**src/rtl/multi_debouncer_pkg.sv**
```systemverilog
// rtl/multi_debouncer_pkg.sv - shared FSM state encoding and counter sizing for multi_debouncer
package multi_debouncer_pkg;

  typedef enum logic {
    STABLE  = 1'b0,
    PENDING = 1'b1
  } state_e;

  function automatic int cnt_width(input int cycles);
    return $clog2(cycles + 1);
  endfunction

endpackage

```
**src/rtl/multi_debouncer_debounce_channel.sv**
```systemverilog
// rtl/multi_debouncer_debounce_channel.sv - one line: synchroniser, counter FSM and registered strobes
module debounce_channel
  import multi_debouncer_pkg::*;
#(
  parameter int DEBOUNCE_CYCLES = 100,
  parameter int SYNC_STAGES     = 2
) (
  input  logic clk,
  input  logic reset,
  input  logic line_i,
  output logic debounced_o,
  output logic rise_o,
  output logic fall_o,
  output logic glitch_o,
  output logic change_d_o
);

  localparam int             CW   = cnt_width(DEBOUNCE_CYCLES);
  localparam logic [CW-1:0] LAST = CW'(DEBOUNCE_CYCLES - 1);

  logic [SYNC_STAGES-1:0] sync_q;
  logic [CW-1:0]          cnt_q;
  state_e                 state_q;
  logic                   db_q;
  logic                   rise_q;
  logic                   fall_q;
  logic                   glitch_q;
  logic                   s;
  logic                   accept_d;

  assign s = sync_q[SYNC_STAGES-1];

  // Accepting from STABLE only happens in the single-sample configuration.
  always_comb begin
    accept_d = 1'b0;
    if (s != db_q) begin
      if (state_q == STABLE)
        accept_d = (DEBOUNCE_CYCLES == 1);
      else
        accept_d = (cnt_q == LAST);
    end
  end

  always_ff @(posedge clk) begin
    if (!reset) begin
      for (int k = 0; k < SYNC_STAGES; k++) sync_q[k] <= line_i;
      db_q     <= line_i;
      cnt_q    <= '0;
      state_q  <= STABLE;
      rise_q   <= 1'b0;
      fall_q   <= 1'b0;
      glitch_q <= 1'b0;
    end else begin
      sync_q[0] <= line_i;
      for (int k = 1; k < SYNC_STAGES; k++) sync_q[k] <= sync_q[k-1];
      rise_q   <= accept_d & s;
      fall_q   <= accept_d & ~s;
      glitch_q <= 1'b0;
      case (state_q)
        STABLE: begin
          if (s == db_q) begin
            cnt_q <= '0;
          end else if (accept_d) begin
            db_q <= s;
          end else begin
            cnt_q   <= CW'(1);
            state_q <= PENDING;
          end
        end
        PENDING: begin
          if (s == db_q) begin
            cnt_q    <= '0;
            glitch_q <= 1'b1;
            state_q  <= STABLE;
          end else if (accept_d) begin
            db_q    <= s;
            cnt_q   <= '0;
            state_q <= STABLE;
          end else begin
            cnt_q <= cnt_q + CW'(1);
          end
        end
        default: state_q <= STABLE;
      endcase
    end
  end

  assign debounced_o = db_q;
  assign rise_o      = rise_q;
  assign fall_o      = fall_q;
  assign glitch_o    = glitch_q;
  assign change_d_o  = accept_d;

endmodule

```
**src/rtl/multi_debouncer.sv**
```systemverilog
// rtl/multi_debouncer.sv - N-channel debouncer top; MULTI_DEBOUNCER_IRQ_EN adds sticky event/IRQ register
module multi_debouncer
  import multi_debouncer_pkg::*;
#(
  parameter int CHANNELS        = 4,
  parameter int DEBOUNCE_CYCLES = 100,
  parameter int SYNC_STAGES     = 2
) (
  input  logic                clk,
  input  logic                reset,
  input  logic [CHANNELS-1:0] line,
`ifdef MULTI_DEBOUNCER_IRQ_EN
  input  logic [CHANNELS-1:0] irq_clear,
  output logic [CHANNELS-1:0] event_pending,
  output logic                irq,
`endif
  output logic [CHANNELS-1:0] debounced_line,
  output logic [CHANNELS-1:0] rise,
  output logic [CHANNELS-1:0] fall,
  output logic [CHANNELS-1:0] glitch,
  output logic                any_change
);

  logic [CHANNELS-1:0] change_d;
  logic                any_change_q;

  for (genvar i = 0; i < CHANNELS; i++) begin : g_ch
    debounce_channel #(
      .DEBOUNCE_CYCLES(DEBOUNCE_CYCLES),
      .SYNC_STAGES    (SYNC_STAGES)
    ) u_ch (
      .clk        (clk),
      .reset      (reset),
      .line_i     (line[i]),
      .debounced_o(debounced_line[i]),
      .rise_o     (rise[i]),
      .fall_o     (fall[i]),
      .glitch_o   (glitch[i]),
      .change_d_o (change_d[i])
    );
  end

  // Registered from the channels' next-state accepts so it lines up with rise/fall.
  always_ff @(posedge clk) begin
    if (!reset) any_change_q <= 1'b0;
    else        any_change_q <= |change_d;
  end

  assign any_change = any_change_q;

`ifdef MULTI_DEBOUNCER_IRQ_EN
  logic [CHANNELS-1:0] event_pending_q;
  logic [CHANNELS-1:0] event_pending_d;
  logic                irq_q;

  assign event_pending_d = (event_pending_q & ~irq_clear) | (rise | fall);

  always_ff @(posedge clk) begin
    if (!reset) begin
      event_pending_q <= '0;
      irq_q           <= 1'b0;
    end else begin
      event_pending_q <= event_pending_d;
      irq_q           <= |event_pending_d;
    end
  end

  assign event_pending = event_pending_q;
  assign irq           = irq_q;
`endif

endmodule

```
**config.mk**
```make
export PLATFORM = sky130hd
export DESIGN_NAME = multi_debouncer
export DESIGN_NICKNAME = d
export VERILOG_FILES = /design/src/rtl/multi_debouncer_pkg.sv /design/src/rtl/multi_debouncer_debounce_channel.sv /design/src/rtl/multi_debouncer.sv
export SDC_FILE = /design/constraint.sdc
export NUM_CORES = 1
export LEC_CHECK = 0
export ABC_AREA = 1
export BUFFER_PORTS_ARGS = -buffer_cell sky130_fd_sc_hd__buf_2
export CORE_UTILIZATION = 42
export DETAILED_ROUTE_END_ITERATION = 12
export SETUP_SLACK_MARGIN = 0.15
export SYNTH_ARGS = -nofsm -noshare
export SYNTH_HDL_FRONTEND = slang
export SYNTH_SLANG_ARGS = --single-unit
```
**constraint.sdc**
```tcl
create_clock -name clk -period 1.3 [get_ports clk]
set_input_delay 0.39 -clock clk [delete_from_list [all_inputs] [get_ports clk]]
set_output_delay 0.39 -clock clk [all_outputs]
set_load 0.01 [all_outputs]
```
* After elaboration in Yosys (flattened, before gate mapping) *
Cells that the tools add are included.

word-level totals
  flip-flop bits (word level) = 57
  input bits = 6
  output and inout bits = 17
  word-level logic and storage cells = 139

operators by class
  $add $sub $neg = 4
  equality and inequality tests = 24
  mux-type cells = 52
  bitwise logic cells = 17
  reductions and logical operators = 13

operators with widths
  operator               count
  $mux W7                16
  $pmux W7 S2            4
  $add A7 B1 Y7 const B  4
  $eq A7 B7 Y1 const B   4
  $mux W1                28
  $reduce_and A2 Y1      8
  $ne A3 B3 Y1 const B   4
  $not A1 Y1             9
  $and A1 B1 Y1          8
  $mux W2                4
  $ne A2 B1 Y1 const B   4
  $ne A2 B2 Y1 const B   4
  $reduce_or A2 Y1       4
  $eq A1 B1 Y1           4
  $ne A1 B1 Y1           4
  $reduce_or A4 Y1       1

* Longest topological paths before layout *
Gate-level depths: netlist (run 1).

  depth after elaboration = 6
  depth in mapped cells = 8
  gate-level depth less buffers = 8

* Hierarchy *
A second synthesis (run 1) with hierarchy kept.

second synthesis, totals
  cell total of the unflattened synthesis = 329
  area, all modules = 2383.5 um^2

by module, submodules not included
  module            times used  cells an instance  area an instance (um^2)  seq. area each (um^2)
  debounce_channel  4           81                 586.8                    290.3
  multi_debouncer   1           5                  36.3                     20.0

* Least setup slack after synthesis (run 1) *
Ideal clock, no wire load.

  path type = input -> register
  from = input port reset
  to = register g_ch[2].u_ch.db_q (data pin)
  library setup time = 0.260 ns
  arrival time = 0.913 ns
  data required time = 1.040 ns
  path slack = 0.127 ns
  cell stages on the path = 4
  path buffers = 2
  path through = buf_4 > inv_1 > buf_2 > o21ai_0

between the ends
  longest elaborated chain between the ends = 1

ends and longest elaborated chain
  item                    line                                    RTL
  start: declaration      multi_debouncer.sv:10                   input logic reset,
  $mux W1                 multi_debouncer_debounce_channel.sv:45  if (!reset) begin
  end signal: assignment  multi_debouncer_debounce_channel.sv:47  db_q <= line_i;
  end signal: assignment  multi_debouncer_debounce_channel.sv:64  db_q <= s;
  end signal: assignment  multi_debouncer_debounce_channel.sv:76  db_q <= s;
  end: declaration        multi_debouncer_debounce_channel.sv:24  logic db_q;

Every way passes these cells.
A chain may end at the register's enable or synchronous reset.

* Worst setup path in the final report (run 1) *
  from = register g_ch[1].u_ch.db_q
  to = output port debounced_line[1]

RTL lines
  item                      line                                    RTL
  start: declaration        multi_debouncer_debounce_channel.sv:24
  start signal: assignment  multi_debouncer_debounce_channel.sv:47
  start signal: assignment  multi_debouncer_debounce_channel.sv:64
  start signal: assignment  multi_debouncer_debounce_channel.sv:76
  end: declaration          multi_debouncer.sv:17                   output logic [CHANNELS-1:0] debounced_line,

No word-level cell between the ends.

==> results of run 1 <==
## synth_stat cells
library cell / instances / area [sq um]
sky130_fd_sc_hd__a21oi_1: 1 / 5.00
sky130_fd_sc_hd__o21ai_0: 4 / 20.0
sky130_fd_sc_hd__nor2_1: 49 / 184
sky130_fd_sc_hd__xor2_1: 10 / 87.6
sky130_fd_sc_hd__dfxtp_1: 53 / 1060
sky130_fd_sc_hd__xnor2_1: 6 / 52.6
sky130_fd_sc_hd__buf_2: 2 / 10.0
sky130_fd_sc_hd__nand4_1: 1 / 6.26
sky130_fd_sc_hd__ha_1: 4 / 50.1
sky130_fd_sc_hd__nand3_1: 12 / 60.1
sky130_fd_sc_hd__nand2_2: 3 / 18.8
sky130_fd_sc_hd__inv_1: 33 / 124
sky130_fd_sc_hd__nor3_2: 5 / 50.1
sky130_fd_sc_hd__nor3b_2: 1 / 12.5
sky130_fd_sc_hd__nand3_2: 1 / 10.0
sky130_fd_sc_hd__nor4_1: 3 / 18.8
sky130_fd_sc_hd__edfxtp_1: 4 / 120
sky130_fd_sc_hd__nand2_1: 52 / 195
sky130_fd_sc_hd__nor3_1: 8 / 40.0
sky130_fd_sc_hd__nor3b_1: 2 / 15.0
sky130_fd_sc_hd__inv_2: 4 / 15.0
sky130_fd_sc_hd__nor2_2: 9 / 56.3
sky130_fd_sc_hd__buf_4: 17 / 128
## state kept, by name, indices dropped and copies added (netlist names)
register	count
g_ch.u_ch.sync_q	8
any_change	1
g_ch.u_ch.cnt_q	28
g_ch.u_ch.debounced_o	4
g_ch.u_ch.glitch_o	4
g_ch.u_ch.fall_o	4
g_ch.u_ch.state_q	4
g_ch.u_ch.rise_o	4
## what timing repair did
item                                    4_1_cts  5_1_grt
resized for setup                            37       74
setup buffers                                 9        5
hold endpoints to repair                      0        0
endpoints found under the setup margin       30       47
pin swaps                                    17       30
hold buffers                                  0        0
## worst paths after layout
path                                      startpoint                            endpoint  slack, ns  cells after the start
hold reg to reg       g_ch[3].u_ch.sync_q[0]$_DFF_P_      g_ch[3].u_ch.sync_q[1]$_DFF_P_       0.41                      2
setup / recovery  g_ch[1].u_ch.debounced_o$_DFFE_PP_                   debounced_line[1]      -0.09                      2
hold / removal                               line[0]      g_ch[0].u_ch.sync_q[0]$_DFF_P_       0.19                      1
setup reg to reg  g_ch[1].u_ch.debounced_o$_DFFE_PP_  g_ch[1].u_ch.debounced_o$_DFFE_PP_      -0.07                      7
## layout make-up
class / count / area (sq um) / share of cell area
repair buffers: 46 / 338 / 0.108
clock buffers: 14 / 163 / 0.0520
well taps: 70 / 87.6 / 0.0280
multi-input cells: 171 / 1190 / 0.382
flip-flops and latches: 57 / 1200 / 0.385
inverters: 37 / 141 / 0.0452
## layer usage
layer / vias up / track usage / share of wire
met3: 9 / 0.0635 / 0.046
met2: 30 / 0.243 / 0.49
met5: - / 0 / 0
met1: 787 / 0.173 / 0.45
met4: 0 / 0.0769 / 0.016
li1: 929 / - / -
## cells in the final DEF (no fill, tap or decap), drive strengths merged
cell type  netlist  layout
a21oi            1       1
buf             19      46
clkbuf           0      14
dfxtp           53      53
edfxtp           4       4
ha               4       4
inv             37      37
nand2           55      55
nand3           13      13
nand4            1       1
nor2            58      58
nor3            13      13
nor3b            3       3
nor4             3       3
o21ai            4       4
xnor2            6       6
xor2            10      10
## through the flow
| step | utilization | setup WS [ns] | cell area, sq um | power [mW] |
|---|---|---|---|---|
| 2_1_floorplan | - | 0.141 | 2350 | 2.06 |
| 3_3_place_gp | 0.473 | 0.0286 | 2480 | 2.12 |
| 3_5_place_dp | 0.473 | 0.0176 | 2480 | 2.12 |
| 4_1_cts | 0.540 | -0.0979 | 2830 | 3.56 |
| 5_1_grt | 0.597 | -0.131 | 3130 | 3.77 |
| 6_report | 0.597 | -0.0927 | 3130 | 3.60 |
## power groups by stage
stage | Combinational (mW) | Sequential [mW] | Clock, mW
detailed placement | 0.220 | 1.90 | 0
floorplan | 0.168 | 1.89 | 0
global placement | 0.218 | 1.90 | 0
CTS | 0.276 | 1.87 | 1.42
global route | 0.382 | 1.88 | 1.50
finish | 0.344 | 1.88 | 1.38
## worst max-delay path, stage by stage (launching register included)
cell and delay, ns:
sky130_fd_sc_hd__edfxtp_1 0.42, sky130_fd_sc_hd__buf_6 0.14, sky130_fd_sc_hd__buf_6 0.11
## logic make-up after synthesis
logic type,count (synthesis)
xor+xnor,16
compound gates,5
simple gates,146
buf+inv,56
fa+ha+maj,4
flops,57
==> summary.log, run 1 <==
[detailed_routing] number of DRC violations after detailed-routing iteration 0 47
[logic_synthesis] total number of yosys warnings 0
[logic_synthesis] post-synthesis simple-gate area fraction 0.285
[sta] Hold Violations, Final 0
[sta] share of the clock period used by the worst path after layout 1.07
[place] input/output buffers 22
[clock_network] clk_lat worst skew 0.32 ns
[logic_synthesis] register bit total from synthesis 57
[sta] relative slew slack 0.763
[sta] actual transition at the worst max-transition pin 0.356 ns
[detailed_routing] remaining antenna violation count after routing 0
[die] area inside the core boundary 5240 sq um
[power] proportion of total power due to net switching 0.233
[logic_synthesis] largest family of logic cells by synthesized area simple AND/OR/NAND/NOR gates
[clock_network] clk buf depth 2
[logic_synthesis] syn_area_per_cell 8.24 sq um
[sta] setup violators final 10
[logic_synthesis] proportion of synthesized area in mux cells 0
[clock_network] CTS sink cnt 57
[place] GP Congestion 0.752
[worst_setup_path] required time of the critical path 0.91 ns
[worst_setup_path] capturing element type of the critical path primary output
[worst_setup_path] arrival time at the worst endpoint 1.00 ns
[logic_synthesis] number of distinct library cells after synthesis 23
[global_routing] initial antenna violation count 0
[clock_network] clock tree root buffer cell sky130_fd_sc_hd__clkbuf_8
[sta] maximum clock frequency 718 MHz
[worst_setup_path] crit-path max FO 2
[power] portion of total power attributed to combinational logic 0.095
[worst_setup_path] category of the most critical setup path reg2out
[logic_synthesis] synthesized netlist cell count 284
[sta] Sum Neg Setup Slack -0.269 ns
[sta] Worst Skew 0.00763 ns
[run] max capacitance violation total 0
[cells_and_area] number of inserted filler cells in the final layout 466
[run_status] failing checks setup timing
[die] Die Height 76.6 um
[sta] post-route setup slack -0.0927 ns
[logic_synthesis] Post-Synth XOR/XNOR Area 0.0599
[detailed_routing] number of design rule violations left after detail routing 0
[clock_network] Clk pin slew, worst setup/hold paths 0.06 ns
[clock_network] TritonCTS clock tree done
[global_routing] aggregate global-route resource usage 0.152
[power] internal power 2.76 mW
[worst_setup_path] crit path launch type register
[logic_synthesis] net count after synthesis 294
[power] clock network fraction of total power 0.384
[sta] Final Max Slew Viols 0
[detailed_routing] via count 1,755
[die] area enclosed by the die boundary 5870 sq um
[clock_network] Num CTS Buffers 9
[detailed_routing] average routed wire per standard cell 10.9 um
[sta] hold_ws 0.191 ns
[logic_synthesis] Adder-Cell Fraction of Synth Area 0.0214
[power] worst vdd ir 0.000794 V
[logic_synthesis] sequential element share of the synthesized area 0.505
[min_path] Worst Hold Class in2reg
[global_routing] wire length of the first global-routing pass 6.82 mm
[die] Core Rows 26
[clock_network] htree depth 3
[place] dpl hpwl 2.72 mm
[cells_and_area] number of inserted diodes 0
[detailed_routing] total routed wirelength 4.29 mm
[sta] RSZ-0062 raised after global routing yes
[run_status] run status finished, violations left
[cells_and_area] layout overhead on the synthesized area 33.6%
[global_routing] via count of the first global-routing pass 1,643
[power] leakage power 1.26 nW
[die] Horiz. Die Dim 76.6 um
[power] Sw Pwr 840 uW
[sta] crit path time final 1.39 ns
[global_routing] total grt overflow 0
[logic_synthesis] area fraction in compound gates after synthesis 0.0107
[power] Pwr per Cell Area 1150 nW/um^2
[cells_and_area] post-route non-filler standard cell count 395
[logic_synthesis] post-synthesis instance area 2340 sq um
[cells_and_area] share of final-layout standard cells stronger than drive strength 1 0.480
[die] starting density of the core 0.447
[detailed_routing] vias per cell 4.44
[die] I/O pin total 23
[detailed_routing] Pre-Repair DR Iteration Count 4
[place] placed cell count 367
[power] power share of the sequential group 0.521
[global_routing] maximum number of pins on one net before global-route repair 14
[cells_and_area] total number of nets in the final design 332
(Power assumes the default switching activity.)
==> run 2, diff against run 1 <==
--- a/config.mk
+++ b/config.mk
@@ -7,9 +7,11 @@
 export LEC_CHECK = 0
 export ABC_AREA = 1
 export BUFFER_PORTS_ARGS = -buffer_cell sky130_fd_sc_hd__buf_2
+export CAP_MARGIN = 5
 export CORE_UTILIZATION = 42
 export DETAILED_ROUTE_END_ITERATION = 12
 export SETUP_SLACK_MARGIN = 0.15
+export SKIP_LAST_GASP = 1
 export SYNTH_ARGS = -nofsm -noshare
 export SYNTH_HDL_FRONTEND = slang
 export SYNTH_SLANG_ARGS = --single-unit
==> run 2 against run 1 <==
Core utilization is 0.43 points lower. Flip-flop and latch count stayed put. Total power is 0.28% lower. Non-clock buffer count is 1 lower. Largest cell class unchanged. Critical path type unchanged. Wire length is 1.9% lower. The run still ends with setup timing left. Hold slack better by 0.0011 ns. Final cell count is 0.25% lower. Register-to-register slack hardly changed.
==> summary.log, run 2 (synthesis results as in run 1) <==
[sta] RSZ-0062 raised after global routing yes
[worst_setup_path] peak per-stage delay on the critical path 0.42 ns [about the same]
[sta] share of the clock period used by the worst path after layout 1.07 [-0.00380]
[worst_setup_path] capturing element type of the critical path primary output
[die] area inside the core boundary 5240 sq um [unchanged]
[sta] Worst Skew 0.00788 ns [+0.000251 ns]
[power] leakage power 1.26 nW [-0.22%]
[global_routing] via count of the first global-routing pass 1,618 [-1.5%]
[sta] actual transition at the worst max-transition pin 0.356 ns [+0.000441 ns]
[sta] Hold Violations, Final 0 [unchanged]
[worst_setup_path] cell with the largest stage delay on the worst path sky130_fd_sc_hd__edfxtp_1
[worst_setup_path] arrival time at the worst endpoint 1.00 ns [about the same]
[place] placed cell count 367 [unchanged]
[worst_setup_path] series of cell instances along the critical path buf_6 > buf_6
[sta] setup violators final 10 [unchanged]
[clock_network] clock tree root buffer cell sky130_fd_sc_hd__clkbuf_8
[power] worst vdd ir 0.000812 V [+2.2%]
[clock_network] htree depth 3 [unchanged]
[clock_network] Hold Buf Count CTS 0 [unchanged]
[run_status] failing checks setup timing
[cells_and_area] register bank with the most flops g_ch.u_ch.cnt_q
[cells_and_area] flip-flop count of the largest register after layout 28 [unchanged]
[run] max capacitance violation total 0 [unchanged]
[sta] post-route setup slack -0.0877 ns [+0.00494 ns]
[detailed_routing] number of DRC violations after detailed-routing iteration 0 47 [unchanged]
[clock_network] clk buf depth 2 [unchanged]
[die] I/O pin total 23 [unchanged]
[global_routing] initial antenna violation count 0 [unchanged]
[die] Core Rows 26 [unchanged]
[worst_setup_path] crit path launch type register
[cells_and_area] storage element area 1210 sq um [+0.21%]
[detailed_routing] remaining antenna violation count after routing 0 [unchanged]
[clock_network] Clk pin slew, worst setup/hold paths 0.06 ns [about the same]
[cells_and_area] layout overhead on the synthesized area 32.7%
[clock_network] TritonCTS clock tree done
[die] Die Height 76.6 um [unchanged]
[place] GP Congestion 0.752 [unchanged]
[worst_setup_path] required time of the critical path 0.91 ns [about the same]
[sta] Final Max Slew Viols 0 [unchanged]
[detailed_routing] total routed wirelength 4.20 mm [-1.9%]
[sta] maximum clock frequency 721 MHz [+0.36%]
[worst_setup_path] category of the most critical setup path reg2out
[cells_and_area] fin util 0.593 [-0.00430]
[die] starting density of the core 0.447 [unchanged]
[cells_and_area] number of inserted filler cells in the final layout 467 [+0.21%]
[cells_and_area] total number of nets in the final design 331 [-0.30%]
[cells_and_area] number of inserted diodes 0 [unchanged]
[cells_and_area] Final Instance Area 3100 sq um [-0.72%]
[sta] Sum Neg Setup Slack -0.257 ns [+0.0114 ns]
[place] dpl hpwl 2.72 mm [unchanged]
[place] Area after DPL 2480 sq um [unchanged]
[clock_network] CTS sink cnt 57 [unchanged]
[worst_setup_path] Worst R2R Setup Slack -0.07 ns [about the same]
[detailed_routing] via count 1,736 [-1.1%]
[power] Pwr per Cell Area 1160 nW/um^2 [+0.44%]
[detailed_routing] average routed wire per standard cell 10.7 um [-1.7%]
[clock_network] Num CTS Buffers 9 [unchanged]
[cells_and_area] multi-input gate area in the final layout 1180 sq um [-1.3%]
[detailed_routing] vias per cell 4.41 [-0.83%]
[min_path] Hold Path Origin line[0]
[die] Horiz. Die Dim 76.6 um [unchanged]
[place] worst slack at placement 0.0176 ns [unchanged]
[cells_and_area] biggest regs g_ch.u_ch.cnt_q: 28 flops, g_ch.u_ch.sync_q: 8 flops
[global_routing] maximum number of pins on one net before global-route repair 14 [unchanged]
[worst_setup_path] launching element of the worst setup path g_ch[1].u_ch.debounced_o$_DFFE_PP_
[global_routing] wire length of the first global-routing pass 6.69 mm [-2.0%]
[sta] relative slew slack 0.762 [about the same]
[place] input/output buffers 22 [unchanged]
[die] area enclosed by the die boundary 5870 sq um [unchanged]
[worst_setup_path] reg2reg start g_ch[1].u_ch.debounced_o$_DFFE_PP_
[global_routing] aggregate global-route resource usage 0.149 [-0.00332]
[global_routing] total grt overflow 0 [unchanged]
[min_path] Worst Hold Class in2reg
[cells_and_area] post-route non-filler standard cell count 394 [-0.25%]
[detailed_routing] Pre-Repair DR Iteration Count 4 [unchanged]
[worst_setup_path] crit-path max FO 2 [unchanged]
[cells_and_area] share of final-layout standard cells stronger than drive strength 1 0.463 [-0.0170]
[cells_and_area] most used cells in the layout excluding fill and tap cells sky130_fd_sc_hd__nor2_1, sky130_fd_sc_hd__dfxtp_1, sky130_fd_sc_hd__nand2_1
[worst_setup_path] most frequent cell on the critical path sky130_fd_sc_hd__buf_6
[sta] crit path time final 1.39 ns [-0.00494 ns]
[detailed_routing] number of design rule violations left after detail routing 0 [unchanged]
[run_status] run status finished, violations left
[clock_network] clk_lat worst skew 0.32 ns [about the same]
[run 2: what timing repair did]
item,4_1_cts,5_1_grt
pin swaps,15,30
endpoints found under the hold margin,0,0
setup endpoints to repair,30,50
setup buffers,9,4
gates resized for setup,31,75
[run 2: worst paths after layout]
check / cells past startpoint / to
setup reg to reg: 7 / g_ch[1].u_ch.debounced_o$_DFFE_PP_
hold / removal: 1 / g_ch[0].u_ch.sync_q[0]$_DFF_P_
hold reg to reg: 2 / g_ch[3].u_ch.sync_q[1]$_DFF_P_
setup / recovery: 2 / debounced_line[1]
[run 2: power breakdown]
part / total [mW] / internal [mW] / switching [mW]
clock: 1.38 / 0.777 / 0.608
combinational: 0.333 / 0.150 / 0.183
sequential: 1.88 / 1.83 / 0.0439
[run 2: routing by layer]
metal  up-vias  GRT usage  part of all wire
li1        923          -                 -
met1       774      0.172              0.46
met2        29      0.233              0.48
met3        10     0.0635             0.049
met4         0     0.0769             0.017
met5         -          0                 0
[run 2: cell type report]
| class | count | area share |
|---|---|---|
| inverter | 37 | 0.0447 |
| multi-input combinational | 171 | 0.380 |
| sequential | 57 | 0.389 |
| clock buffer | 14 | 0.0524 |
| timing repair buffer | 45 | 0.106 |
| tap | 70 | 0.0282 |
[run 2: critical path: cells and delay by family, from the launching register on]
kind	cells	cell delay, ns
flops	1	0.42
buf+inv	2	0.25
[run 2: through the flow]
stage          power, mW  hold WS [ns]
3_5_place_dp        2.12         0.411
4_1_cts             3.55         0.175
3_3_place_gp        2.12         0.413
5_1_grt             3.76         0.173
6_report            3.59         0.192
2_1_floorplan       2.06         0.403
